`src/rtl/vrf_ctrl_pkg.sv`:
```
// Shared types and width helpers for the vector register file access controller.
package vrf_ctrl_pkg;

  typedef enum logic [1:0] {
    R_IDLE   = 2'd0,
    R_ISSUE  = 2'd1,
    R_FETCH  = 2'd2,
    R_STREAM = 2'd3
  } rd_state_e;

  typedef enum logic [1:0] {
    W_IDLE = 2'd0,
    W_REQ  = 2'd1,
    W_DATA = 2'd2
  } wr_state_e;

  // Index width that never collapses to zero bits for a single-entry range.
  function automatic int idx_bits(input int n);
    return (n > 1) ? $clog2(n) : 1;
  endfunction

  function automatic int addr_bits(input int reg_num);
    return idx_bits(reg_num);
  endfunction

  function automatic int elem_bits(input int lanes);
    return idx_bits(lanes);
  endfunction

endpackage

```
`src/rtl/vrf_access_ctrl_rr_arbiter.sv`:
```
// Round-robin arbiter: searches from the requester after the last winner.
// Until the first grant after reset the search starts at requester 0.
module rr_arbiter
  import vrf_ctrl_pkg::*;
#(
  parameter  int NREQ  = 2,
  localparam int REQ_B = idx_bits(NREQ)
) (
  input  logic             clk_i,
  input  logic             rst_i,
  input  logic [NREQ-1:0]  req_i,
  input  logic [NREQ-1:0]  elig_i,
  input  logic             upd_i,
  output logic [NREQ-1:0]  gnt_o,
  output logic [REQ_B-1:0] gnt_idx_o,
  output logic             gnt_any_o
);

  logic [REQ_B-1:0] ptr_q, ptr_d;
  logic             ptr_vld_q, ptr_vld_d;

  always_comb begin
    int               base;
    int               cand;
    logic             found;
    logic [REQ_B-1:0] sel;
    gnt_o     = '0;
    gnt_idx_o = '0;
    found     = 1'b0;
    sel       = '0;
    base      = ptr_vld_q ? int'(ptr_q) : NREQ - 1;
    for (int off = 1; off <= NREQ; off++) begin
      cand = base + off;
      if (cand >= NREQ) cand = cand - NREQ;
      sel = REQ_B'(cand);
      if (!found && req_i[sel] && elig_i[sel]) begin
        found      = 1'b1;
        gnt_o[sel] = 1'b1;
        gnt_idx_o  = sel;
      end
    end
    gnt_any_o = found;
  end

  always_comb begin
    ptr_d     = upd_i ? gnt_idx_o : ptr_q;
    ptr_vld_d = ptr_vld_q | upd_i;
  end

  always_ff @(posedge clk_i) begin
    if (rst_i) begin
      ptr_q     <= '0;
      ptr_vld_q <= 1'b0;
    end else begin
      ptr_q     <= ptr_d;
      ptr_vld_q <= ptr_vld_d;
    end
  end

endmodule

```
`src/rtl/vrf_access_ctrl.sv`:
```
// Shares the banked VRF between NREQ read requesters and one write-back stream.
// Handshakes: a transfer happens in a cycle where valid and ready are both high;
// valid is never withdrawn by the producer before that cycle.
module vrf_access_ctrl
  import vrf_ctrl_pkg::*;
#(
  parameter  int DATA_WIDTH = 32,
  parameter  int REG_NUM    = 32,
  parameter  int LANES      = 4,
  parameter  int NREQ       = 2,
  localparam int ADDR_B     = addr_bits(REG_NUM),
  localparam int ELEM_B     = elem_bits(LANES),
  localparam int REQ_B      = idx_bits(NREQ)
) (
  input  logic                   clk_i,
  input  logic                   rst_i,
  input  logic [NREQ-1:0]        rq_valid_i,
  input  logic [NREQ*ADDR_B-1:0] rq_a_addr_i,
  input  logic [NREQ*ADDR_B-1:0] rq_b_addr_i,
  input  logic [NREQ*ADDR_B-1:0] rq_c_addr_i,
  input  logic [NREQ-1:0]        rq_use_c_i,
  output logic [NREQ-1:0]        rq_grant_o,
  output logic                   op_valid_o,
  output logic [ELEM_B-1:0]      op_idx_o,
  output logic [REQ_B-1:0]       op_owner_o,
  output logic                   op_last_o,
  input  logic                   op_ready_i,
  input  logic                   wcmd_valid_i,
  input  logic [ADDR_B-1:0]      wcmd_addr_i,
  output logic                   wcmd_ready_o,
  input  logic                   wdat_valid_i,
  input  logic [DATA_WIDTH-1:0]  wdat_i,
  output logic                   wdat_ready_o,
  output logic [ADDR_B-1:0]      vrf_a_addr_o,
  output logic [ADDR_B-1:0]      vrf_b_addr_o,
  output logic [ADDR_B-1:0]      vrf_c_addr_o,
  output logic                   vrf_rd_req_o,
  output logic                   vrf_is_c_used_o,
  input  logic                   vrf_rd_op_ready_i,
  output logic [ELEM_B-1:0]      vrf_rd_elem_cnt_o,
  output logic [ADDR_B-1:0]      vrf_wr_addr_o,
  output logic                   vrf_wr_req_o,
  output logic                   vrf_wr_en_o,
  output logic                   vrf_wr_ready_o,
  output logic [ELEM_B-1:0]      vrf_wr_elem_cnt_o,
  output logic [DATA_WIDTH-1:0]  vrf_wdata_o,
  output rd_state_e              dbg_rd_state_o,
  output wr_state_e              dbg_wr_state_o
);

  localparam logic [ELEM_B-1:0] ELEM_LAST = ELEM_B'(LANES - 1);

  rd_state_e         rd_state_q, rd_state_d;
  logic [ELEM_B-1:0] cnt_q, cnt_d;
  logic [REQ_B-1:0]  owner_q, owner_d;
  logic [ADDR_B-1:0] ra_q, ra_d, rb_q, rb_d, rc_q, rc_d;
  logic              use_c_q, use_c_d;

  wr_state_e         wr_state_q, wr_state_d;
  logic [ELEM_B-1:0] wcnt_q, wcnt_d;
  logic [ADDR_B-1:0] waddr_q, waddr_d;

  logic [ADDR_B-1:0] a_addr [NREQ];
  logic [ADDR_B-1:0] b_addr [NREQ];
  logic [ADDR_B-1:0] c_addr [NREQ];
  logic [NREQ-1:0]   haz;
  logic              wr_busy;

  logic [NREQ-1:0]   arb_gnt;
  logic [REQ_B-1:0]  arb_idx;
  logic              arb_any;
  logic              arb_upd;

  logic [NREQ-1:0]   grant;
  logic              rd_req;
  logic              op_valid;
  logic              wcmd_ready;
  logic              wr_req;
  logic              wdat_ready;
  logic              wr_en;
  logic              wr_ready;

  // A requester reading the register currently being written must wait until
  // the whole destination register has been written back.
  assign wr_busy = (wr_state_q == W_REQ) || (wr_state_q == W_DATA);

  always_comb begin
    haz = '0;
    for (int i = 0; i < NREQ; i++) begin
      a_addr[i] = rq_a_addr_i[i*ADDR_B +: ADDR_B];
      b_addr[i] = rq_b_addr_i[i*ADDR_B +: ADDR_B];
      c_addr[i] = rq_c_addr_i[i*ADDR_B +: ADDR_B];
      haz[i]    = wr_busy && ((waddr_q == a_addr[i]) || (waddr_q == b_addr[i]) ||
                              (rq_use_c_i[i] && (waddr_q == c_addr[i])));
    end
  end

  rr_arbiter #(
    .NREQ (NREQ)
  ) u_arb (
    .clk_i     (clk_i),
    .rst_i     (rst_i),
    .req_i     (rq_valid_i),
    .elig_i    (~haz),
    .upd_i     (arb_upd),
    .gnt_o     (arb_gnt),
    .gnt_idx_o (arb_idx),
    .gnt_any_o (arb_any)
  );

  always_comb begin
    rd_state_d = rd_state_q;
    cnt_d      = cnt_q;
    owner_d    = owner_q;
    ra_d       = ra_q;
    rb_d       = rb_q;
    rc_d       = rc_q;
    use_c_d    = use_c_q;
    grant      = '0;
    rd_req     = 1'b0;
    op_valid   = 1'b0;
    arb_upd    = 1'b0;
    case (rd_state_q)
      R_IDLE: begin
        if (arb_any && !rst_i) begin
          grant      = arb_gnt;
          arb_upd    = 1'b1;
          owner_d    = arb_idx;
          ra_d       = a_addr[arb_idx];
          rb_d       = b_addr[arb_idx];
          rc_d       = c_addr[arb_idx];
          use_c_d    = rq_use_c_i[arb_idx];
          rd_state_d = R_ISSUE;
        end
      end
      R_ISSUE: begin
        rd_req     = 1'b1;
        rd_state_d = R_FETCH;
      end
      R_FETCH: begin
        if (vrf_rd_op_ready_i) rd_state_d = R_STREAM;
      end
      R_STREAM: begin
        op_valid = 1'b1;
        if (op_ready_i) begin
          if (cnt_q == ELEM_LAST) begin
            cnt_d      = '0;
            rd_state_d = R_IDLE;
          end else begin
            cnt_d = cnt_q + ELEM_B'(1);
          end
        end
      end
      default: rd_state_d = R_IDLE;
    endcase
  end

  always_comb begin
    wr_state_d = wr_state_q;
    wcnt_d     = wcnt_q;
    waddr_d    = waddr_q;
    wcmd_ready = 1'b0;
    wr_req     = 1'b0;
    wdat_ready = 1'b0;
    wr_en      = 1'b0;
    wr_ready   = 1'b0;
    case (wr_state_q)
      W_IDLE: begin
        wcmd_ready = !rst_i;
        if (wcmd_valid_i) begin
          waddr_d    = wcmd_addr_i;
          wr_state_d = W_REQ;
        end
      end
      W_REQ: begin
        wr_req     = 1'b1;
        wr_state_d = W_DATA;
      end
      W_DATA: begin
        wdat_ready = 1'b1;
        if (wdat_valid_i) begin
          wr_en = 1'b1;
          if (wcnt_q == ELEM_LAST) begin
            wr_ready   = 1'b1;
            wcnt_d     = '0;
            wr_state_d = W_IDLE;
          end else begin
            wcnt_d = wcnt_q + ELEM_B'(1);
          end
        end
      end
      default: wr_state_d = W_IDLE;
    endcase
  end

  always_ff @(posedge clk_i) begin
    if (rst_i) begin
      rd_state_q <= R_IDLE;
      cnt_q      <= '0;
      owner_q    <= '0;
      ra_q       <= '0;
      rb_q       <= '0;
      rc_q       <= '0;
      use_c_q    <= 1'b0;
      wr_state_q <= W_IDLE;
      wcnt_q     <= '0;
      waddr_q    <= '0;
    end else begin
      rd_state_q <= rd_state_d;
      cnt_q      <= cnt_d;
      owner_q    <= owner_d;
      ra_q       <= ra_d;
      rb_q       <= rb_d;
      rc_q       <= rc_d;
      use_c_q    <= use_c_d;
      wr_state_q <= wr_state_d;
      wcnt_q     <= wcnt_d;
      waddr_q    <= waddr_d;
    end
  end

  assign rq_grant_o        = grant;
  assign op_valid_o        = op_valid;
  assign op_idx_o          = cnt_q;
  assign op_owner_o        = owner_q;
  assign op_last_o         = op_valid && (cnt_q == ELEM_LAST);
  assign vrf_a_addr_o      = ra_q;
  assign vrf_b_addr_o      = rb_q;
  assign vrf_c_addr_o      = rc_q;
  assign vrf_rd_req_o      = rd_req;
  assign vrf_is_c_used_o   = use_c_q;
  assign vrf_rd_elem_cnt_o = cnt_q;
  assign wcmd_ready_o      = wcmd_ready;
  assign wdat_ready_o      = wdat_ready;
  assign vrf_wr_addr_o     = waddr_q;
  assign vrf_wr_req_o      = wr_req;
  assign vrf_wr_en_o       = wr_en;
  assign vrf_wr_ready_o    = wr_ready;
  assign vrf_wr_elem_cnt_o = wcnt_q;
  assign vrf_wdata_o       = wdat_i;
  assign dbg_rd_state_o    = rd_state_q;
  assign dbg_wr_state_o    = wr_state_q;

endmodule

```
`config.mk`:
```
export PLATFORM = sky130hd
export DESIGN_NAME = vrf_access_ctrl
export DESIGN_NICKNAME = d
export VERILOG_FILES = /design/src/rtl/vrf_ctrl_pkg.sv /design/src/rtl/vrf_access_ctrl_rr_arbiter.sv /design/src/rtl/vrf_access_ctrl.sv
export SDC_FILE = /design/constraint.sdc
export NUM_CORES = 1
export LEC_CHECK = 0
export ABC_AREA = 1
export CAP_MARGIN = 20
export CELL_PAD_IN_SITES_DETAIL_PLACEMENT = 0
export CELL_PAD_IN_SITES_GLOBAL_PLACEMENT = 1
export CORE_ASPECT_RATIO = 1.25
export CORE_UTILIZATION = 26
export CTS_CLUSTER_SIZE = 14
export DETAILED_ROUTE_END_ITERATION = 6
export GPL_ROUTABILITY_DRIVEN = 0
export PLACE_DENSITY = 0.91
export SYNTH_ARGS = -nofsm -noshare
export SYNTH_HDL_FRONTEND = slang
export SYNTH_SLANG_ARGS = --single-unit
```
`constraint.sdc`:
```
create_clock -name clk_i -period 4.2 [get_ports clk_i]
set_input_delay 1.05 -clock clk_i [delete_from_list [all_inputs] [get_ports clk_i]]
set_output_delay 1.05 -clock clk_i [all_outputs]
set_load 0.1 [all_outputs]
```
; ---- Yosys cells after proc, flatten, opt, wreduce, memory -nomap -nowiden
; Cells that the tools add are included.
[op_classes]
add_sub_neg = 6
multipliers = 0
div = 0
magnitude_cmp = 8
n_eq_ne = 20
shifts = 0
muxes = 57
bitwise = 4
reduce_logical = 26
[op_table]
columns = cell, n
row1 = $ge A32 B3 Y1 const B, 2
row2 = $mux W5, 9
row3 = $mux W1, 31
row4 = $eq A5 B5 Y1, 6
row5 = $mux W2, 13
row6 = $ne A2 B2 Y1 const B, 6
row7 = $logic_and A1 B1 Y1, 11
row8 = $eq A2 B2 Y1 const B, 5
row9 = $pmux W2 S4, 1
row10 = $reduce_and A2 Y1, 4
row11 = $lt A1 B2 Y1 const B, 3
row12 = $pmux W2 S3, 1
row13 = $logic_or A1 B1 Y1, 5
row14 = $add A2 B1 Y2 const B, 2
row15 = $eq A2 B1 Y1 const B, 2
row16 = $logic_not A2 Y1, 2
row17 = $reduce_and A4 Y1, 1
row18 = $add A1 B2 Y3 const B, 1
row19 = $reduce_and A3 Y1, 1
row20 = $add A1 B1 Y2 const B, 1
row21 = $demux W1 S1, 2
row22 = $ge A1 B1 Y1 const B, 2
row23 = $ge A2 B2 Y1 const B, 1
row24 = $logic_not A1 Y1, 2
row25 = other kinds (6), 7
[word_totals]
ff_bits = 32
latchBits = 0
ramBits = 0
rom_bits = 0
input_bits = 77
output_inout_bits = 74
memories = 0

; ---- Longest topological paths before layout
[logic_depth]
ltp_word = 17
mapped_depth = 17

; ---- Hierarchy
; A second synthesis with hierarchy kept.
[unflattened]
hier_cells = 371
hier_area_um2 = 2404.8
[modules_own_cells]
columns = mod, n_inst, cells_each, area_per_inst_um2
row1 = vrf_access_ctrl, 1, 353, 2288.4
row2 = rr_arbiter, 1, 18, 116.4

; ---- Worst setup path after synthesis
; No wires, ideal clock.
[synth_path]
path_kind = register to output
start = reg wr_state_q[1] (netlist: dbg_wr_state_o[1])
end = out vrf_wr_ready_o
arrival_ps = 3328
t_required_ps = 3150
setup_slack_ps = -178
path_stages_with_launch = 4
path_buffers = 0
cell_sequence = dfxtp_1 -> ha_1 -> inv_1 -> nor2_1
[synth_between]
elab_chain_len = 2
[synth_rtl]
columns = element, line
row1 = from (decl), vrf_access_ctrl.sv:59  ; wr_state_e wr_state_q, wr_state_d;
row2 = from (signal assigned), vrf_access_ctrl.sv:216  ; wr_state_q <= wr_state_d;
row3 = $eq A2 B2 Y1, vrf_access_ctrl.sv:167  ; case (wr_state_q)
row4 = $mux W1, vrf_access_ctrl.sv:167
row5 = to (decl), vrf_access_ctrl.sv:44  ; output logic vrf_wr_ready_o,
; No other way between the ends.

; ---- Worst setup path after layout
[layout_path]
start = in rq_c_addr_i[9]
end = out rq_grant_o[1]
[layout_between]
elab_chain_len = 16
[layout_rtl]
columns = element, line
row1 = from (decl), vrf_access_ctrl.sv:20  ; input logic [NREQ*ADDR_B-1:0] rq_c_addr_i,
row2 = $eq A5 B5 Y1 (*), vrf_access_ctrl.sv:94  ; (rq_use_c_i[i] && (waddr_q == c_addr[i])));
row3 = $logic_and A1 B1 Y1 (*), vrf_access_ctrl.sv:94
row4 = $logic_or A1 B1 Y1 (*), vrf_access_ctrl.sv:93  ; haz[i] = wr_busy && ((waddr_q == a_addr[i]) || (waddr_q == b_addr[i]) ||
row5 = $logic_and A1 B1 Y1 (*), vrf_access_ctrl.sv:93
row6 = $not A2 Y2 (*), vrf_access_ctrl.sv:104  ; .elig_i (~haz),
row7 = $mux W1 (not written as such) (2 in a row), vrf_access_ctrl_rr_arbiter.sv:36  ; if (!found && req_i[sel] && elig_i[sel]) begin
row8 = $logic_and A1 B1 Y1, vrf_access_ctrl_rr_arbiter.sv:36
row9 = $mux W1, vrf_access_ctrl_rr_arbiter.sv:36
row10 = $logic_not A1 Y1, vrf_access_ctrl_rr_arbiter.sv:36
row11 = $logic_and A1 B1 Y1 (2 in a row), vrf_access_ctrl_rr_arbiter.sv:36
row12 = $mux W1, vrf_access_ctrl_rr_arbiter.sv:36
row13 = $logic_and A1 B1 Y1, vrf_access_ctrl.sv:125  ; if (arb_any && !rst_i) begin
row14 = $mux W2 (*), vrf_access_ctrl.sv:125
row15 = $mux W2 (*), vrf_access_ctrl.sv:123  ; case (rd_state_q)
row16 = to (decl), vrf_access_ctrl.sv:22  ; output logic [NREQ-1:0] rq_grant_o,
; Mark *: on every way between the ends. The rest lies on a longest branch, timed or not. The select of a mux whose other input is x is not followed.

==> impl_metrics.tcl <==
set metrics [dict create \
    cp_max_fo 17 \
    worstPathArrival_ns 2.92 \
    yosys.area_share.adder_pct 5.64 \
    fillCellCount 998 \
    ant_nets 0 \
    yosys.area_share.simple_pct 33.7 \
    setup_violations 0 \
    worstMarginPinSlew_ns 0.992 \
    fin_crit_ns 3.97 \
    synth.distinct_cells 28 \
    synth_nets 454 \
    seq_area_um2 621 \
    drive_gt1_share_pct 11.7 \
    num_io_pins 151 \
    fin_nets 505 \
    rsz0062_at_grt "no" \
    slew_viol_final 0 \
    syn_area_per_cell_um2 6.67 \
    ys_ff_latch 31 \
    clk-insertion-delay-late_ns 0.27 \
    cts.sinks 31 \
    core_um2 9130 \
    grt_pass1_vias 2321 \
    worstReg2RegEnd "vrf_c_addr_o[2]" \
    start_util_pct 26.7 \
    fmax_mhz 252 \
    utilization_pct 36.1 \
    synth_edf_count 0 \
    dieArea_um2 9780 \
    syn2layout_area_growth_pct 34.9 \
    routed_via_density 4.35 \
    cp-start-kind "input pin" \
    post-dp-hpwl_um 5550 \
    fp.dieH_um 110 \
    cts_buffers 5 \
    synth_area_leaders "dfxtp_1, nand2_1, buf_4" \
    die_w_um 88.6 \
    drt_first_pass_iters 4 \
    hp-start "vrf_a_addr_o[2]" \
    maxCapViolCount 0 \
    synth_top_family_by_area "simple AND/OR/NAND/NOR gates" \
    dp_slack_ns 0.204 \
    min_path_cells 2 \
    final_cells 541 \
    clockBufferDepth 2 \
    avgRoutedWirePerCell_um 13.0 \
    grt_max_degree 29 \
    synth_seq_area_share_pct 25.4 \
    synth-xor-area-share_pct 2.15 \
    synth-compound-area-share_pct 11.0 \
    cts_setup_buffers 0 \
    peakVddDrop_v 0.000589 \
    h-tree-depth 2 \
    synth_top_area_share_pct 25.4 \
    synth_common_cells "nand2_1, buf_4, inv_1" \
    yosys_warnings 0 \
    yosysTopAreaCell "dfxtp_1" \
    cts_tree "done" \
    placement.io_buffers 86 \
    synthMuxAreaShare_pct 0 \
    setup_tns_ns 0 \
    cts_root_buf "clkbuf_16" \
    min_path_type "reg2reg" \
    antenna_found_initial 0 \
    fin_ws_ns 0.234 \
    crit_path_end_kind "output pin" \
    fp-row-count 39 \
    fin_crit_sh_pct 94.4 \
    clock_skew_ns 0.00282 \
    crit_chain "clkdlybuf4s50_1 > inv_1 > nand2_1 > nand2_1 > nor2_1 > nand3_1 > nand3_1 > nand2_1 > nand2_1 > nand2_2 > nand3_4 > inv_4 > nand2_1 > inv_1 > buf_12" \
    cts.clk_slew.worst_paths_ns 0.05 \
    ys.flop_type "dfxtp_1" \
    crit_type "in2out" \
    path_common_cell "nand2_1" \
    routed_wl_um 7040 \
    track_usage_pct 15.3 \
    drc 0 \
    grt_pass1_wl_um 11300 \
    hold_violations 0 \
    r2r_slack_ns 2.13 \
    required_ns 3.15 \
    slew_headroom_pct 33.7 \
    syn_inst 366 \
    outcome "completed" \
    synth_most_common_cell "nand2_1" \
    cts.hold.buffers_added 0 \
    overflow 0 \
    rr_worst_depth 15 \
    critical_path.slowest_cell "clkdlybuf4s50_1" \
    hold_end "vrf_a_addr_o[2]" \
    cts-resized-gates 0 \
    synthesis.area_um2 2440 \
    power_density_nw_per_um2 768 \
    cpPeakStageDelay_ns 0.48 \
    drt_iter0_drc 96 \
    async_flop_share_pct 0 \
    antenna_cells 0 \
    multi_input_area_um2 1290 \
    worstReg2RegStart "vrf_wr_addr_o[0]" \
    vias 2353 \
    place_inst 533 \
    p_leak_uw 0.00157 \
]
[per-stage QoR]
step	total power, uW	instance area (um^2)	hold slack, ns
finish	2530	3290	0.465
floorplan	1940	2450	0.439
detailed placement	2160	3140	0.462
global placement	2150	3140	0.456
global route	2670	3290	0.484
CTS	2560	3290	0.470
[final cells by class]
cell class,instances,share of cell area [%]
well taps,123,4.68
clock buffers,8,4.75
repair buffers,90,27.4
inverters,44,5.09
multi-input cells,245,39.2
flip-flops and latches,31,18.9
[cell families after synthesis]
| family | Yosys count |
|---|---|
| fa+ha+maj | 11 |
| compound gates | 38 |
| flops | 31 |
| xor+xnor | 6 |
| buf+inv | 90 |
| simple gates | 190 |
[critical path: cells and delay by family]
kind | cells | cell delay [ns]
buf+inv | 5 | 1.07
simple gates | 10 | 0.79
[placed cells by master (no fill, tap or decap), types with 4 or more instances in the layout]
cell / count
nand2_2: 4
clkbuf_16: 5
nand2_1: 129
buf_4: 7
clkdlybuf4s50_1: 81
nor2_1: 23
o21ai_0: 12
a21oi_1: 14
o211ai_2: 10
inv_1: 36
nand3_2: 8
inv_2: 6
ha_1: 11
dfxtp_1: 31
xnor2_1: 4
nand3_1: 20
[power breakdown]
part / total, uW / internal [uW] / switching, uW
registers: 489 / 393 / 96.0
logic: 1660 / 406 / 1250
clock network: 381 / 252 / 129
total: 2530 / 1050 / 1480
[registers in the layout, indices dropped and copies added, names as in the netlist]
| signal | count |
|---|---|
| dbg_rd_state_o | 2 |
| dbg_wr_state_o | 2 |
| op_idx_o | 2 |
| op_owner_o | 1 |
| u_arb.ptr_vld_q | 1 |
| vrf_a_addr_o | 5 |
| vrf_b_addr_o | 5 |
| vrf_c_addr_o | 5 |
| vrf_is_c_used_o | 1 |
| vrf_wr_addr_o | 5 |
| vrf_wr_elem_cnt_o | 2 |
[how the worst max path moves through the flow]
stage,to,slack [ns],cells past startpoint,from
after global routing,rq_grant_o[1],0.02,15,rq_c_addr_i[9]
after detailed placement,rq_grant_o[1],0.20,15,rq_a_addr_i[3]
after global placement,rq_grant_o[1],0.26,13,rq_b_addr_i[0]
final,rq_grant_o[1],0.23,15,rq_c_addr_i[9]
after CTS,rq_grant_o[1],0.20,13,rq_b_addr_i[0]
after floorplan,vrf_wr_ready_o,0.24,3,dbg_wr_state_o[1]
[routing by layer]
metal	vias to the layer above	GRT usage (%)	routed length [um]
li1	1200	-	-
met1	1064	17.3	3000
met2	74	27.1	3420
met3	15	4.47	499
met4	0	5.41	120
met5	-	0	0
No activity file was read; power rests on OpenSTA's default activity.
